File: config.mk
export PLATFORM = sky130hd
export DESIGN_NAME = ft245_packetizer
export DESIGN_NICKNAME = d
export VERILOG_FILES = /design/src/rtl/ft245_packetizer.sv
export SDC_FILE = /design/constraint.sdc
export NUM_CORES = 1
export LEC_CHECK = 0
export BUFFER_PORTS_ARGS = -buffer_cell sky130_fd_sc_hd__buf_2
export CORE_MARGIN = 5
export CORE_UTILIZATION = 67
export CTS_BUF_LIST = sky130_fd_sc_hd__clkbuf_4
export DETAILED_ROUTE_END_ITERATION = 16
export GPL_TIMING_DRIVEN = 0
export PLACE_DENSITY = 0.83
export SLEW_MARGIN = 10
export SYNTH_ARGS = -nofsm -noshare
export SYNTH_HDL_FRONTEND = slang
export SYNTH_SLANG_ARGS = --single-unit
File: constraint.sdc
create_clock -name clk_i -period 4.85 [get_ports clk_i]
set_input_delay 0.485 -clock clk_i [delete_from_list [all_inputs] [get_ports clk_i]]
set_output_delay 0.485 -clock clk_i [all_outputs]
set_load 0.05 [all_outputs]
File: src/rtl/ft245_packetizer.sv
// ft245_packetizer: buffers {bin index, re, im} words and streams them as {header, index, re, im, pad}
// MSB-first byte packets over the FT2232H 245 synchronous FIFO write port. Define FT245_PACKETIZER_CHECKSUM_EN to append an XOR trailer byte.
module ft245_packetizer #(
    parameter int                   USB_DATA_WIDTH = 8,
    parameter int                   HDR_WIDTH      = 4,
    parameter logic [HDR_WIDTH-1:0] HDR_VALUE      = 4'hF,
    parameter int                   CTR_WIDTH      = 10,
    parameter int                   SAMPLE_WIDTH   = 25,
    parameter int                   FIFO_DEPTH     = 16
) (
    input  logic                      clk_i,
    input  logic                      rst_n,
    input  logic                      s_valid_i,
    output logic                      s_ready_o,
    input  logic [CTR_WIDTH-1:0]      s_ctr_i,
    input  logic [SAMPLE_WIDTH-1:0]   s_re_i,
    input  logic [SAMPLE_WIDTH-1:0]   s_im_i,
    input  logic                      ft_txe_n_i,
    output logic                      ft_wr_n_o,
    output logic [USB_DATA_WIDTH-1:0] ft_data_o,
    output logic                      overflow_o,
    output logic                      busy_o
);

    localparam int DATA_BITS  = CTR_WIDTH + 2 * SAMPLE_WIDTH;
    localparam int PKT_BITS   = HDR_WIDTH + DATA_BITS;
    localparam int PKT_BYTES  = (PKT_BITS + USB_DATA_WIDTH - 1) / USB_DATA_WIDTH;
    localparam int FRAME_BITS = PKT_BYTES * USB_DATA_WIDTH;
    localparam int IDX_W      = $clog2(PKT_BYTES + 1);
    localparam int PTR_W      = $clog2(FIFO_DEPTH);
    localparam int CNT_W      = PTR_W + 1;
`ifdef FT245_PACKETIZER_CHECKSUM_EN
    localparam logic [IDX_W-1:0] LAST_IDX = IDX_W'(PKT_BYTES);
`else
    localparam logic [IDX_W-1:0] LAST_IDX = IDX_W'(PKT_BYTES - 1);
`endif

    localparam logic [0:0] ST_IDLE = 1'b0;
    localparam logic [0:0] ST_SEND = 1'b1;

    logic [DATA_BITS-1:0]      mem_r [FIFO_DEPTH];
    logic [PTR_W-1:0]          wr_ptr_r, rd_ptr_r;
    logic [CNT_W-1:0]          count_r, count_nxt_s;
    logic                      ready_r, overflow_r, busy_r;
    logic                      wr_s, pop_s, empty_s, consume_s;
    logic [DATA_BITS-1:0]      head_s;
    logic [0:0]                state_r, state_nxt_s;
    logic [IDX_W-1:0]          idx_r, idx_nxt_s;
    logic [FRAME_BITS-1:0]     frame_r, frame_nxt_s;
    logic                      wr_n_r, wr_n_nxt_s;
    logic [USB_DATA_WIDTH-1:0] data_r, data_nxt_s;

    // Header goes in the MSBs; any bits left over in the final byte are zero.
    function automatic logic [FRAME_BITS-1:0] make_frame(input logic [DATA_BITS-1:0] d);
        logic [FRAME_BITS-1:0] f;
        f = '0;
        f[FRAME_BITS-1 -: PKT_BITS] = {HDR_VALUE, d};
        return f;
    endfunction

`ifdef FT245_PACKETIZER_CHECKSUM_EN
    function automatic logic [USB_DATA_WIDTH-1:0] xor_bytes(input logic [FRAME_BITS-1:0] f);
        logic [USB_DATA_WIDTH-1:0] x;
        x = '0;
        for (int k = 0; k < PKT_BYTES; k++) begin
            x = x ^ f[k*USB_DATA_WIDTH +: USB_DATA_WIDTH];
        end
        return x;
    endfunction
`endif

    function automatic logic [USB_DATA_WIDTH-1:0] frame_byte(input logic [FRAME_BITS-1:0] f,
                                                             input logic [IDX_W-1:0] idx);
        logic [USB_DATA_WIDTH-1:0] b;
        b = '0;
        for (int k = 0; k < PKT_BYTES; k++) begin
            if (idx == IDX_W'(k)) begin
                b = f[(PKT_BYTES-1-k)*USB_DATA_WIDTH +: USB_DATA_WIDTH];
            end
        end
`ifdef FT245_PACKETIZER_CHECKSUM_EN
        if (idx == IDX_W'(PKT_BYTES)) begin
            b = xor_bytes(f);
        end
`endif
        return b;
    endfunction

    assign empty_s     = (count_r == '0);
    assign head_s      = mem_r[rd_ptr_r];
    assign wr_s        = s_valid_i && ready_r;
    assign consume_s   = !wr_n_r && !ft_txe_n_i;
    assign count_nxt_s = count_r + CNT_W'(wr_s) - CNT_W'(pop_s);

    // Packet sequencer: loads a word, presents one byte per consume, chains packets without a gap.
    always_comb begin
        state_nxt_s = state_r;
        idx_nxt_s   = idx_r;
        frame_nxt_s = frame_r;
        wr_n_nxt_s  = wr_n_r;
        data_nxt_s  = data_r;
        pop_s       = 1'b0;
        case (state_r)
            ST_IDLE: begin
                if (!empty_s) begin
                    pop_s       = 1'b1;
                    frame_nxt_s = make_frame(head_s);
                    idx_nxt_s   = '0;
                    state_nxt_s = ST_SEND;
                end else begin
                    wr_n_nxt_s  = 1'b1;
                end
            end
            ST_SEND: begin
                // wr_n still high here means the frame was just loaded and byte 0 is not yet shown.
                if (wr_n_r) begin
                    wr_n_nxt_s = 1'b0;
                    data_nxt_s = frame_byte(frame_r, idx_r);
                end else if (consume_s) begin
                    if (idx_r != LAST_IDX) begin
                        idx_nxt_s  = idx_r + IDX_W'(1);
                        data_nxt_s = frame_byte(frame_r, idx_r + IDX_W'(1));
                    end else if (!empty_s) begin
                        pop_s       = 1'b1;
                        frame_nxt_s = make_frame(head_s);
                        idx_nxt_s   = '0;
                        data_nxt_s  = frame_byte(make_frame(head_s), '0);
                    end else begin
                        state_nxt_s = ST_IDLE;
                        wr_n_nxt_s  = 1'b1;
                    end
                end else begin
                    wr_n_nxt_s = 1'b0;
                end
            end
            default: begin
                state_nxt_s = ST_IDLE;
                wr_n_nxt_s  = 1'b1;
            end
        endcase
    end

    // Sequencer and output registers.
    always_ff @(posedge clk_i or negedge rst_n) begin
        if (!rst_n) begin
            state_r <= ST_IDLE;
            idx_r   <= '0;
            frame_r <= '0;
            wr_n_r  <= 1'b1;
            data_r  <= '0;
        end else begin
            state_r <= state_nxt_s;
            idx_r   <= idx_nxt_s;
            frame_r <= frame_nxt_s;
            wr_n_r  <= wr_n_nxt_s;
            data_r  <= data_nxt_s;
        end
    end

    // FIFO storage; contents are only meaningful between the pointers, so no reset.
    always_ff @(posedge clk_i) begin
        if (wr_s) begin
            mem_r[wr_ptr_r] <= {s_ctr_i, s_re_i, s_im_i};
        end
    end

    // FIFO pointers, occupancy and the registered status flags.
    always_ff @(posedge clk_i or negedge rst_n) begin
        if (!rst_n) begin
            wr_ptr_r   <= '0;
            rd_ptr_r   <= '0;
            count_r    <= '0;
            ready_r    <= 1'b1;
            overflow_r <= 1'b0;
            busy_r     <= 1'b0;
        end else begin
            if (wr_s) begin
                wr_ptr_r <= wr_ptr_r + PTR_W'(1);
            end
            if (pop_s) begin
                rd_ptr_r <= rd_ptr_r + PTR_W'(1);
            end
            count_r    <= count_nxt_s;
            ready_r    <= (count_nxt_s != CNT_W'(FIFO_DEPTH));
            overflow_r <= overflow_r | (s_valid_i & ~ready_r);
            busy_r     <= (state_nxt_s != ST_IDLE) || (count_nxt_s != '0);
        end
    end

    assign s_ready_o  = ready_r;
    assign ft_wr_n_o  = wr_n_r;
    assign ft_data_o  = data_r;
    assign overflow_o = overflow_r;
    assign busy_o     = busy_r;

endmodule
# After elaboration in Yosys (flattened, before gate mapping)
# Memory sizes are Yosys's and may differ from the RTL's.
# Index checks and enable logic that the tools add are counted.
[word_totals] regBits=94 mem_bits_rw=960 wordCells=102 n_memories=1
[op_classes] add_sub_neg=5 eq_ne=21 mux=47 n_bitwise=4 n_reduce_logical=13
[memory_table] memory="mem_r" words=16 word_bits=60 read_ports=1 rd_clocked_by_memory_dff=0 wr=1 line_no="41" rtl="logic [DATA_BITS-1:0] mem_r [FIFO_DEPTH];"
[ops] cell="64-bit two-way mux" n=4
[ops] cell="8-bit two-way mux" n=20
[ops] cell="64-bit one-hot mux with 2 select lines" n=1
[ops] cell="4-bit by 3-bit equality test with 1-bit output (second input constant)" n=8
[ops] cell="4-bit by 2-bit equality test with 1-bit output (second input constant)" n=4
[ops] cell="4-bit two-way mux" n=4
[ops] cell="1-bit two-way mux" n=14
[ops] cell="4-bit by 1-bit adder with 4-bit output (second input constant)" n=3
[ops] cell="4-bit by 1-bit equality test with 1-bit output (second input constant)" n=2
[ops] cell="4-bit zero test" n=2
[ops] cell="2-bit != test (second input constant)" n=4
[ops] cell="4-bit one-hot mux with 2 select lines" n=1
[ops] cell="1-bit one-hot mux with 2 select lines" n=3
[ops] cell="3-bit AND reduction" n=2
[ops] cell="5-bit by 1-bit adder with 5-bit output" n=1
[ops] cell="5-bit zero test" n=1
[ops] cell="5-bit != test (second input constant)" n=1
[ops] cell="5-bit nonzero test" n=1
[ops] cell="5-bit by 1-bit subtractor with 5-bit output" n=1
[ops] cell="4-bit by 3-bit != test with 1-bit output (second input constant)" n=1
[ops] cell="3-bit by 1-bit != test with 1-bit output (second input constant)" n=1
[ops] cell="1-bit logical AND" n=2
[ops] cell="1-bit zero test" n=2
[ops] cell="1-bit NOT" n=2
[ops] cell="5 further kinds" n=5

# Depth between registers and ports, before layout
[depth] word_depth=13 mapped_depth=18

# Least setup slack after synthesis
# No wires, ideal clock.
[synth_path] path_type="reg-to-reg" startpoint="register ready_r (netlist: s_ready_o)" endpoint="memory mem_r[10][0] (netlist bit), enable pin" arrival_ps=2652 t_required_ps=4426 path_slack_ps=1774 stages_incl_launch_ff=4 period_less_slack_ps=3076 path_cell_list="dfstp_2 -> nand2_1 -> nor3b_1 -> and2_1"
[synth_via] elab_chain_len=3
[synth_lines] element="from (decl)" line_no="44" rtl="logic ready_r, overflow_r, busy_r;"
[synth_lines] element="from (signal assigned)" line_no="184" rtl="ready_r <= (count_nxt_s != CNT_W'(FIFO_DEPTH));"
[synth_lines] element="1-bit logical AND" line_no="91" rtl="assign wr_s = s_valid_i && ready_r;"
[synth_lines] element="1-bit two-way mux" line_no="162" rtl="if (wr_s) begin"
[synth_lines] element="1-bit two-way mux (implied by the code)" line_no="163" rtl="mem_r[wr_ptr_r] <= {s_ctr_i, s_re_i, s_im_i};"
[synth_lines] element="to (decl)" line_no="41"
# No other way between the ends.

# Worst setup path in the final report
[layout_path] startpoint="register idx_r[1]" endpoint="register busy_r (netlist: busy_o)"
[layout_via] elab_chain_len=8 elab_cells_between_ends=12
[layout_lines] element="from (decl)" line_no="48" rtl="logic [IDX_W-1:0] idx_r, idx_nxt_s;"
[layout_lines] element="from (signal assigned)" line_no="153" rtl="idx_r <= idx_nxt_s;"
[layout_lines] element="4-bit by 3-bit != test with 1-bit output" line_no="120" rtl="if (idx_r != LAST_IDX) begin"
[layout_lines] element="1-bit two-way mux" line_no="120"
[layout_lines] element="1-bit two-way mux" line_no="119" rtl="end else if (consume_s) begin"
[layout_lines] element="1-bit two-way mux" line_no="116" rtl="if (wr_n_r) begin"
[layout_lines] element="1-bit one-hot mux with 2 select lines" line_no="103" rtl="case (state_r)"
[layout_lines] element="net pop_s" line_no="45" rtl="logic wr_s, pop_s, empty_s, consume_s;"
[layout_lines] element="5-bit by 1-bit subtractor with 5-bit output" line_no="93" rtl="assign count_nxt_s = count_r + CNT_W'(wr_s) - CNT_W'(pop_s);"
[layout_lines] element="net count_nxt_s[4]" line_no="43" rtl="logic [CNT_W-1:0] count_r, count_nxt_s;"
[layout_lines] element="5-bit nonzero test" line_no="186" rtl="busy_r <= (state_nxt_s != ST_IDLE) || (count_nxt_s != '0);"
[layout_lines] element="1-bit logical OR" line_no="186"
[layout_lines] element="to (signal assigned)" line_no="186"
[layout_lines] element="to (decl)" line_no="44"
# The timed path passes the listed nets, and every way through them passes these cells.
# A chain may end at the register's enable or synchronous reset.

==> impl_metrics.env <==
export IMPL_rr_worst_depth=17
export IMPL_rr_endpoint="busy_o$_DFF_PN0_"
export IMPL_ant_nets=0
export IMPL_seqCellArea_um2=31110
export IMPL_crit_arrival_ns=5.08
export IMPL_syn_area_um2=41390
export IMPL_async_reset_ff_frac=0.08658
export IMPL_critPathSlowestCell="dfrtp_1"
export IMPL_maxCapViolCount=0
export IMPL_hold_viol_final=0
export IMPL_cp_start_kind="flip-flop"
export IMPL_numClockSinks=1051
export IMPL_crit_start="idx_r[1]$_DFFE_PN0P_"
export IMPL_grt_pass1_wl_mm=152.4
export IMPL_avgRoutedWirePerCell_um=31.52
export IMPL_fp_dieH_um=258.5
export IMPL_core_rowCount=91
export IMPL_drive_gt1_frac=0.3642
export IMPL_start_util=0.6731
export IMPL_io_pins=76
export IMPL_initialDrtViolationCount=2922
export IMPL_vias_per_cell=6.704
export IMPL_num_vias=22140
export IMPL_endpoint="busy_o$_DFF_PN0_"
export IMPL_cp_required_ns=5.85
export IMPL_grt_total_usage=0.3193
export IMPL_rsz0062_at_grt="no"
export IMPL_die_width_um=258.5
export IMPL_worst_pin_slew_ns=1.127
export IMPL_synth_main_ff_cell="edfxtp_1"
export IMPL_r2r_slack_ns=0.77
export IMPL_fmax_mhz=245.1
export IMPL_synth_cell_types=55
export IMPL_clk_pin_slew_ns=0.07
export IMPL_relSlewSlack=0.2488
export IMPL_areaGrowthSynthToFinish_pct=13.98
export IMPL_dieArea_um2=66840
export IMPL_final_common_cell="edfxtp_1"
export IMPL_crit_type="reg2reg"
export IMPL_ctsResizeCount=0
export IMPL_cts_tree="built"
export IMPL_cp_max_fo=10
export IMPL_drt_wl_total_mm=104.1
export IMPL_gp_congestion=0.9222
export IMPL_period_needed_ns=4.080
export IMPL_root_buffer="clkbuf_4"
export IMPL_layout_common_cells="edfxtp_1 (960), clkbuf_4 (393), mux4_2 (296), buf_2 (97), dfrtp_1 (89)"
export IMPL_synth_ff_latch_count=1051
export IMPL_period_share=0.8413
export IMPL_drt_pass1_iter_count=5
export IMPL_crit_path_max_incr_delay_ns=0.48
export IMPL_core_um2=61480
export IMPL_synth_area_per_cell_um2=21.79
export IMPL_syn_nets=1981
export IMPL_setup_tns_final_ns=0
export IMPL_syn_inst=1899
export IMPL_grt_pass1_vias=23710
export IMPL_utilization=0.7672
export IMPL_nets=2416
export IMPL_synth_edf_count=960
export IMPL_r2r_start="idx_r[1]$_DFFE_PN0P_"
export IMPL_hold_path_class="in2reg"
export IMPL_yosysWarningCount=0
export IMPL_fillers=3199
export IMPL_p_leak_uw=0.01574
export IMPL_multi_input_area_um2=9663
export IMPL_post_dp_hpwl_mm=60.91
export IMPL_htreeDepth=5
export IMPL_status="complete, no violations"
export IMPL_cp_end_kind="flip-flop"
export IMPL_grt_max_degree=57
export IMPL_ys_seq_area_frac=0.7516
export IMPL_worstSkewPairLatency_ns=1.14
export IMPL_cts_inserted_buffers=276
export IMPL_max_vdd_ir_drop_mv=0.3209
export IMPL_io_buffers=75
export IMPL_crit_chain="ha_1, clkbuf_1, nand2_1, o21ai_1, nand2b_1, inv_2, buf_2, ha_1, inv_1, ha_1, fa_1, a21oi_1, nor2_1, nor2_1, xnor2_1, nor2_1, nand2_1"
export IMPL_slew_viol_final=0
export IMPL_drc_errors=0
export IMPL_post_cts_buffers=0
export IMPL_cts_path_max_buffers=4
export IMPL_power_density_nw_per_um2=577.4
export IMPL_skew_ns=0.1022
export IMPL_finalSetupViolCount=0
export IMPL_overflow=0
export IMPL_antenna_found_initial=3
==> cell families (layout without fill, tap and decap cells) <==
group / after synthesis / in the layout / share of synthesized area
compound gates: 177 / 177 / 0.02721
xor+xnor: 11 / 11 / 0.002328
fa+ha+maj: 18 / 18 / 0.005623
buf+inv: 135 / 743 / 0.01611
flops: 1051 / 1051 / 0.7516
mux: 366 / 366 / 0.1798
other cells: 0 / 6 / 0
simple gates: 141 / 141 / 0.01726
==> per-layer routing <==
layer  share of wire  vias up  global-route usage
met3            0.11      242             0.09421
met1            0.36    11380              0.4316
met2            0.50     1485              0.5140
li1                -     9037                   -
met4           0.032        0              0.1089
met5               0        -                   0
==> worst min-delay path by stage <==
stage / from / endpoint / slack, ns / depth (start not counted)
global route: s_valid_i / overflow_o$_DFF_PN0_ / 0.08 / 3
finish: s_valid_i / overflow_o$_DFF_PN0_ / 0.15 / 3
floorplan: rst_n / busy_o$_DFF_PN0_ / 0.19 / 0
detailed placement: overflow_o$_DFF_PN0_ / overflow_o$_DFF_PN0_ / 0.44 / 1
CTS: s_valid_i / overflow_o$_DFF_PN0_ / 0.05 / 3
global placement: overflow_o$_DFF_PN0_ / overflow_o$_DFF_PN0_ / 0.43 / 1
==> report_power, final <==
group	switching, uW	leakage [uW]	internal (uW)	total [uW]
registers	632	0.00978	11100	11800
logic	4650	0.00402	3560	8210
clock network	3460	0.00194	3810	7260
total	8740	0.0157	18500	27200
==> timing repair <==
action | in CTS | in global routing
hold endpoints to repair | 1064 | 0
setup endpoints to repair | 0 | 0
hold buffers | 65 | 0
==> flip-flops by register name, indices dropped and copies added, names as in the netlist <==
signal and count:
mem_r 960, frame_r 61, ft_data_o 8, count_r 5
idx_r 4, rd_ptr_r 4, wr_ptr_r 4, busy_o 1
ft_wr_n_o 1, overflow_o 1, s_ready_o 1, state_r 1
==> through the flow <==
step / total power, uW / instances / instance area [um^2] / hold slack [ns] / setup WS (ns)
floorplan: 17100 / 1899 / 41390 / 0.1894 / 1.774
global placement: 19670 / 2764 / 42750 / 0.4342 / 0.08594
detailed placement: 19990 / 2781 / 43270 / 0.4414 / 0.9702
CTS: 27250 / 3297 / 47160 / 0.05414 / 0.8313
global route: 28400 / 3302 / 47170 / 0.07681 / 0.5414
finish: 27240 / 3303 / 47170 / 0.1540 / 0.7695
==> cell usage after synthesis (all sizes together) (4+ instances only) <==
library cell,instances,area share
and2,14,0.0021
dfrtp,89,0.054
a2111oi,4,0.00085
a21oi,44,0.0053
mux4,296,0.16
nand3b,8,0.0015
xnor2,9,0.0019
o22ai,22,0.0033
ha,17,0.0051
nand2b,7,0.0011
a221oi,16,0.0034
o21ai,40,0.0048
mux2i,9,0.0022
nor3,10,0.0012
nor2b,9,0.0014
nand3,11,0.0013
mux2,61,0.017
a22oi,12,0.0022
a31oi,8,0.0012
clkbuf,60,0.0054
nor2,23,0.0021
edfxtp,960,0.70
nor3b,4,0.00073
o211ai,6,0.0011
a211oi,4,0.00073
inv,28,0.0025
buf,47,0.0081
nand2,43,0.0039
and3,6,0.00091
a2bb2oi,4,0.00085
==> layout make-up <==
| cell class | instances | area share |
|---|---|---|
| clock inverter | 58 | 0.005809 |
| antenna | 6 | 0.0003183 |
| inverter | 28 | 0.002228 |
| buffer | 107 | 0.01191 |
| multi-input combinational | 713 | 0.2048 |
| timing repair buffer | 157 | 0.03194 |
| tap | 790 | 0.02095 |
| sequential | 1051 | 0.6595 |
| clock buffer | 393 | 0.06254 |
==> critical path, delay by kind of cell, from the launching register on <==
kind / cells / cell delay (ns)
xor+xnor: 1 / 0.13
compound gates: 2 / 0.45
buf+inv: 4 / 0.97
simple gates: 6 / 0.86
flops: 1 / 0.48
fa+ha+maj: 4 / 1.04
(Power assumes the default switching activity.)
